[config.mk]
export PLATFORM = sky130hd
export DESIGN_NAME = gray_pntr_ctrl
export DESIGN_NICKNAME = d
export VERILOG_FILES = /design/src/rtl/gray_pntr_ctrl.sv
export SDC_FILE = /design/constraint.sdc
export NUM_CORES = 1
export LEC_CHECK = 0
export ABC_AREA = 1
export ABC_CLOCK_PERIOD_IN_PS = 2280
export CAP_MARGIN = 20
export CORE_ASPECT_RATIO = 1.4
export CORE_MARGIN = 1.5
export CORE_UTILIZATION = 45
export DETAILED_ROUTE_END_ITERATION = 10
export PLACE_DENSITY = 0.76
export SYNTH_ARGS = -nofsm -noshare
export SYNTH_HDL_FRONTEND = slang
export SYNTH_SLANG_ARGS = --single-unit
[constraint.sdc]
create_clock -name clk_i -period 2.28 [get_ports clk_i]
set_clock_uncertainty 0.1 [all_clocks]
set_input_delay 0.456 -clock clk_i [delete_from_list [all_inputs] [get_ports clk_i]]
set_output_delay 0.456 -clock clk_i [all_outputs]
set_load 0.01 [all_outputs]
[src/rtl/gray_pntr_ctrl.sv]
// One-side pointer controller for a dual-clock FIFO.
// Local bin/Gray pointer, remote sync, flags, fill count, error pulse.
//
// Ports:
//   clk_i           local-domain clock
//   srst_n_i        synchronous reset, active low
//   inc_i           increment request (wrreq or rdreq)
//   rmt_pntr_gray_i Gray pointer from the other domain (async)
//   pntr_addr_o     RAM address (low AWIDTH bits of local pointer)
//   pntr_gray_o     registered local Gray pointer for the crossing
//   flag_o          full (SIDE=0) or empty (SIDE=1)
//   almost_flag_o   almost full (SIDE=0) or almost empty (SIDE=1)
//   usedw_o         words stored as seen from this domain
//   err_o           one-cycle pulse on a rejected increment
module gray_pntr_ctrl #(
  parameter int AWIDTH      = 4,
  parameter int SIDE        = 0,
  parameter int SYNC_STAGES = 2,
  parameter int ALMOST_LVL  = 2
) (
  input  logic              clk_i,
  input  logic              srst_n_i,
  input  logic              inc_i,
  input  logic [AWIDTH:0]   rmt_pntr_gray_i,
  output logic [AWIDTH-1:0] pntr_addr_o,
  output logic [AWIDTH:0]   pntr_gray_o,
  output logic              flag_o,
  output logic              almost_flag_o,
  output logic [AWIDTH:0]   usedw_o,
  output logic              err_o
);

  localparam int AWVAL = AWIDTH + 1;
  localparam int DEPTH = 1 << AWIDTH;

  // Threshold may go negative when ALMOST_LVL > DEPTH,
  // so the almost-full compare is done in signed int.
  localparam int ALMOST_TH = DEPTH - ALMOST_LVL;

  // Full: remote pointer with its two MSBs inverted.
  // Shifting keeps this valid for AWIDTH=1 too.
  localparam logic [AWIDTH:0] FULL_MASK =
    AWVAL'(3) << (AWIDTH - 1);

  localparam logic FLAG_RST = (SIDE != 0);
  localparam logic ALMOST_RST =
    (SIDE != 0) ? 1'b1 : (ALMOST_LVL >= DEPTH);

  logic [AWIDTH:0] sync_q [SYNC_STAGES];
  logic [AWIDTH:0] rmt_sync;
  logic [AWIDTH:0] rmt_bin;

  logic [AWIDTH:0] bin_q;
  logic [AWIDTH:0] bin_nxt;
  logic [AWIDTH:0] gray_nxt;
  logic [AWIDTH:0] usedw_nxt;
  logic            inc_ok;
  logic            flag_nxt;
  logic            almost_nxt;

  // Remote pointer synchroniser
  always_ff @(posedge clk_i) begin
    if (!srst_n_i) begin
      for (int i = 0; i < SYNC_STAGES; i++) begin
        sync_q[i] <= '0;
      end
    end else begin
      sync_q[0] <= rmt_pntr_gray_i;
      for (int i = 1; i < SYNC_STAGES; i++) begin
        sync_q[i] <= sync_q[i-1];
      end
    end
  end

  assign rmt_sync = sync_q[SYNC_STAGES-1];

  // Full-width Gray-to-binary, MSB included
  always_comb begin
    rmt_bin = '0;
    for (int k = 0; k <= AWIDTH; k++) begin
      rmt_bin[k] = ^(rmt_sync >> k);
    end
  end

  assign inc_ok = inc_i & ~flag_o;

  // Next-state pointer, flags and fill count
  always_comb begin
    bin_nxt    = bin_q + AWVAL'(inc_ok);
    gray_nxt   = bin_nxt ^ (bin_nxt >> 1);
    usedw_nxt  = '0;
    flag_nxt   = 1'b0;
    almost_nxt = 1'b0;
    if (SIDE == 0) begin
      usedw_nxt  = bin_nxt - rmt_bin;
      flag_nxt   = (gray_nxt == (rmt_sync ^ FULL_MASK));
      almost_nxt = (int'(usedw_nxt) >= ALMOST_TH);
    end else begin
      usedw_nxt  = rmt_bin - bin_nxt;
      flag_nxt   = (gray_nxt == rmt_sync);
      almost_nxt = (int'(usedw_nxt) <= ALMOST_LVL);
    end
  end

  always_ff @(posedge clk_i) begin
    if (!srst_n_i) begin
      bin_q         <= '0;
      pntr_gray_o   <= '0;
      usedw_o       <= '0;
      flag_o        <= FLAG_RST;
      almost_flag_o <= ALMOST_RST;
      err_o         <= 1'b0;
    end else begin
      bin_q         <= bin_nxt;
      pntr_gray_o   <= gray_nxt;
      usedw_o       <= usedw_nxt;
      flag_o        <= flag_nxt;
      almost_flag_o <= almost_nxt;
      err_o         <= inc_i & flag_o;
    end
  end

  assign pntr_addr_o = bin_q[AWIDTH-1:0];

endmodule

; ---- After elaboration in Yosys (flattened, before gate mapping)
; Memory sizes are Yosys's and may differ from the RTL's.
; Index checks and enable logic that the tools add are counted.
[totals]
in_bits = 8
reg_bits = 18
n_memories = 1
ramBits = 10
elab_cells = 27
[memory_table]
columns = memory, depth, width, read_ports, rd_ports_with_merged_regs, write_ports, line
row1 = sync_q, 2, 5, 2, 0, 2, 49  ; logic [AWIDTH:0] sync_q [SYNC_STAGES];
[classes]
eq_ne = 1
reduce_logical = 5
n_addsub = 2
n_mux = 4
bitwise_logic = 7
n_lt_le_gt_ge = 1
[op_table]
columns = op, n
row1 = $reduce_xor A5 Y1, 5
row2 = $mux W5, 2
row3 = $add A5 B1 Y5, 1
row4 = $eq A5 B5 Y1, 1
row5 = $ge A5 B4 Y1 const B, 1
row6 = $sub A5 B5 Y5, 1
row7 = $xor A5 B4 Y5, 1
row8 = $and A1 B1 Y1, 2
row9 = $mux W1, 2
row10 = $not A2 Y2, 1
row11 = $or A1 B1 Y1, 2
row12 = $not A1 Y1, 1

; ---- Logic depth before layout (Yosys ltp)
[logic_depth]
depth_word = 5
depth_mapped = 15
ltp_nobuf = 15

; ---- Worst setup path after synthesis
; No wires, ideal clock.
[synth_path]
path_type = input -> register
start = input port inc_i
end = register almost_flag_o
setup_ns = 0.115
path_buffers = 0
t_arrival_ns = 2.013
required_ns = 2.065
setup_slack_ns = 0.052
cell_stages = 12
path_cell_list = inv_1 > nor2_1 > ha_1 > ha_1 > inv_1 > fa_1 > inv_1 > a21oi_1 > nand2_1 > nand3_1 > nand3_1 > nand2_1
[synth_via]
elab_chain_len = 4
[synth_rtl]
columns = item, line
row1 = start: declaration, 23  ; input logic inc_i,
row2 = $and A1 B1 Y1, 85  ; assign inc_ok = inc_i & ~flag_o;
row3 = $add A5 B1 Y5, 89  ; bin_nxt = bin_q + AWVAL'(inc_ok);
row4 = via bin_nxt[1], 54  ; logic [AWIDTH:0] bin_nxt;
row5 = $sub A5 B5 Y5, 95  ; usedw_nxt = bin_nxt - rmt_bin;
row6 = $ge A5 B4 Y1, 97  ; almost_nxt = (int'(usedw_nxt) >= ALMOST_TH);
row7 = end signal: assignment, 118  ; almost_flag_o <= almost_nxt;
row8 = end: declaration, 28  ; output logic almost_flag_o,
; The timed path passes the listed nets, and every way through them passes these cells.
; A chain may end at the register's enable or synchronous reset.

==> metrics.md <==
| Metric | Value |
|---|---|
| Syn_nets | `183` |
| Final hold violation count | `0` |
| GRT Resource Usage Total | `19.8%` |
| Status | `completed` |
| Number of port buffers | `24` |
| Final setup fails | `0` |
| CP Capture Type | `flop` |
| GRT met2 Usage | `35.8%` |
| Cells after Synth | `169` |
| Setup TNS | `0 ns` |
| RSZ-0062 raised after global routing | `true` |
| Core Area | `2640 µm²` |
| Worst-case clock buffer depth | `2` |
| PwrDens | `616 nW/µm²` |
| Max VDD drop | `0.000416 V` |
| Post-synth EDFFs | `0` |
| Area Overhead vs Synth | `42.2%` |
| Num CTS Buffers | `3` |
| Highest Clock Rate | `0.450 GHz` |
| Post-synthesis sequential area ratio | `42.6%` |
| Placer Congestion | `0.774` |
| Slew headroom | `67.7%` |
| Finished Core Util | `68.3%` |
| Layout cells sized above 1 | `26.0%` |
| Initial Util | `48.1%` |
| DP Wirelength | `1980 µm` |
| Synth Area in Adders | `6.50%` |
| Crit start category | `flop` |
| DP Area | `1660 µm²` |
| Syn Area/Cell | `7.51 µm²` |
| Slew Limit Fails | `0` |
| Logic pwr share | `33.1%` |
| DR vias/cell | `4.68` |
| Top_reg_cell synth | `dfxtp_1` |
| Critical path origin | `sync_q[0][9]` |
| Row count | `22` |
| Design Area, Final | `1810 µm²` |
| Initial antenna violation count | `0` |
| Flop pwr share | `47.6%` |
| Mux cell area share after synthesis | `0%` |
| Worst-path clk slew | `0.15 ns` |
| XOR/XNOR Fraction of Synth Area | `5.52%` |
| Critical path fanouts, max | `3` |
| Antenna Violating Nets Remaining | `0` |
| Final #Nets | `230` |
| Switch share | `30.6%` |
| Leakage | `0.921 nW` |
| Worst reg-to-reg path cell count | `15` |
| Share of async-settable or async-resettable flops after synthesis | `0%` |
| Worst r2r dst | `almost_flag_o` |
| Clk Latency, worst-skew pair | `0.34 ns` |
| GRT met3 Usage | `2.46%` |
| GR met1 Demand/Resource | `20.0%` |
| Wire per inst | `11.4 µm` |
| Post-synthesis compound-gate area fraction | `3.55%` |
| Internal cell power | `0.772 mW` |
| Iter 0 DRT Violations | `21` |
| Crit Path Class | `reg -> reg` |
| Die Y | `65.9 µm` |
| CTS tree | `done` |
| Hold_ws | `0.320 ns` |
| Worst-Margin Slew | `0.484 ns` |
| Fin crit share | `97.6%` |
| Fin crit period | `2.22 ns` |
| Min-Delay Path Class | `reg -> reg` |
| Antenna cells | `0` |
| Number of remaining DRC errors | `0` |
| DRT Pass-1 Iters | `4` |
| CTS sink cnt | `27` |
| Gr busiest metal | `met2` |
| GRT overflow | `0` |
| WP data required | `2.48 ns` |
| R2R Setup Slk | `0.06 ns` |
| Unique masters post-synth | `21` |
| Vias in the first global route | `1,088` |
| Die footprint | `3150 µm²` |
| Power consumption | `1.11 mW` |
| First-pass GRT wire length | `4420 µm` |
| CP endpoint | `almost_flag_o` |
| # IOs | `25` |
| Largest family of logic cells by synthesized area | `simple AND/OR/NAND/NOR gates` |
| CTS Root Buffer Type | `clkbuf_4` |
| Post-CTS Hold Buffers | `0` |
| Die X | `47.9 µm` |
| Worst R2R Start | `sync_q[0][9]` |
| Number of synthesized register bits | `27` |
| Simple-gate share of the synthesized area | `31.5%` |
| Ys Warns | `0` |
| Largest net degree at the start of global routing | `16` |
| Cell Area, Synth | `1270 µm²` |
| Max cap viols | `0` |
| H-tree depth | `1` |
| Critical path arrival | `2.42 ns` |
| Via count | `1,174` |
| P_sw | `0.340 mW` |
| DRT Wirelength | `2860 µm` |
| Clock share of power | `19.3%` |
## through the flow
stage	setup slack (ns)	std cells
after floorplan	0.0523	169
final	0.0553	251
after global placement	-0.353	242
after CTS	0.0151	247
after global routing	-0.0200	251
after detailed placement	-0.462	242
## what timing repair did
action	4_1_cts	5_1_grt
buffers inserted	1	4
hold endpoints to repair	0	0
pin swaps	5	8
gates resized for setup	11	8
setup endpoints to repair	3	4
## per-layer routing
metal	share of wire, %	up-vias
met5	0	-
met4	2.8	0
met3	2.2	6
met2	56	23
met1	39	544
li1	-	601
## critical path, cell delays in order (launching register included)
cell     delay, ns
dfxtp_2       0.37
inv_2         0.08
nand2_4       0.07
nand2_4       0.09
xor2_4        0.18
xor2_1        0.16
inv_1         0.09
ha_4          0.17
fa_2          0.39
inv_2         0.07
a21oi_2       0.04
nand2_1       0.08
nand2_1       0.06
nand2_1       0.08
nand3_2       0.08
nand2_1       0.07
## cells in the mapped netlist (3+ instances only)
library cell  number  area, µm²
nor2_1            15       56.3
inv_2              4       15.0
dfxtp_1           27        541
nand3_1           12       60.1
xor2_1             3       26.3
ha_1               5       62.6
inv_1             26       97.6
a21oi_1            6       30.0
nand2_1           49        184
nand2_2            7       43.8
## cells in the final DEF, fill, tap and decap left out, types with 5 or more instances in the layout
master and count:
inv_2 5, clkdlybuf4s50_1 23, nand3_1 10, inv_1 25
nor2_1 15, nand2_2 5, nand2_1 49, dfxtp_1 25
buf_4 21
## state kept, by name (all words and copies together) (netlist names)
name,cells
flag_o,1
almost_flag_o,1
bin_q,4
sync_q,10
pntr_gray_o,5
err_o,1
usedw_o,5
## cell type report
cell class	instances	area, µm²
Clock buffer	3	22.5
Clock inverter	1	5.00
Fill cell	231	837
Inverter	30	113
Multi-Input combinational cell	109	681
Sequential cell	27	543
Tap cell	36	45.0
Timing Repair Buffer	45	397
## power by group through the flow
| stage | registers, mW | clock network, mW | logic [mW] |
|---|---|---|---|
| finish | 0.529 | 0.215 | 0.369 |
| global route | 0.533 | 0.239 | 0.403 |
| CTS | 0.529 | 0.217 | 0.331 |
| detailed placement | 0.539 | 0 | 0.309 |
| global placement | 0.537 | 0 | 0.295 |
| floorplan | 0.554 | 0 | 0.142 |
## kinds of logic (layout without fill, tap and decap cells)
kind of cell | count (synthesis) | after routing
simple gates | 90 | 90
buf+inv | 33 | 79
flops | 27 | 27
compound gates | 8 | 8
fa+ha+maj | 6 | 6
xor+xnor | 5 | 5
## how the worst min path moves through the flow
stage	from	to	slack, ns	cells after the start
after floorplan	sync_q[0][0]	sync_q[0][5]	0.29	2
after detailed placement	sync_q[0][4]	sync_q[0][9]	0.30	2
final	sync_q[0][4]	sync_q[0][9]	0.32	2
after global placement	sync_q[0][2]	sync_q[0][7]	0.29	2
after CTS	sync_q[0][4]	sync_q[0][9]	0.32	2
after global routing	sync_q[0][4]	sync_q[0][9]	0.34	2
(Power assumes the default switching activity.)
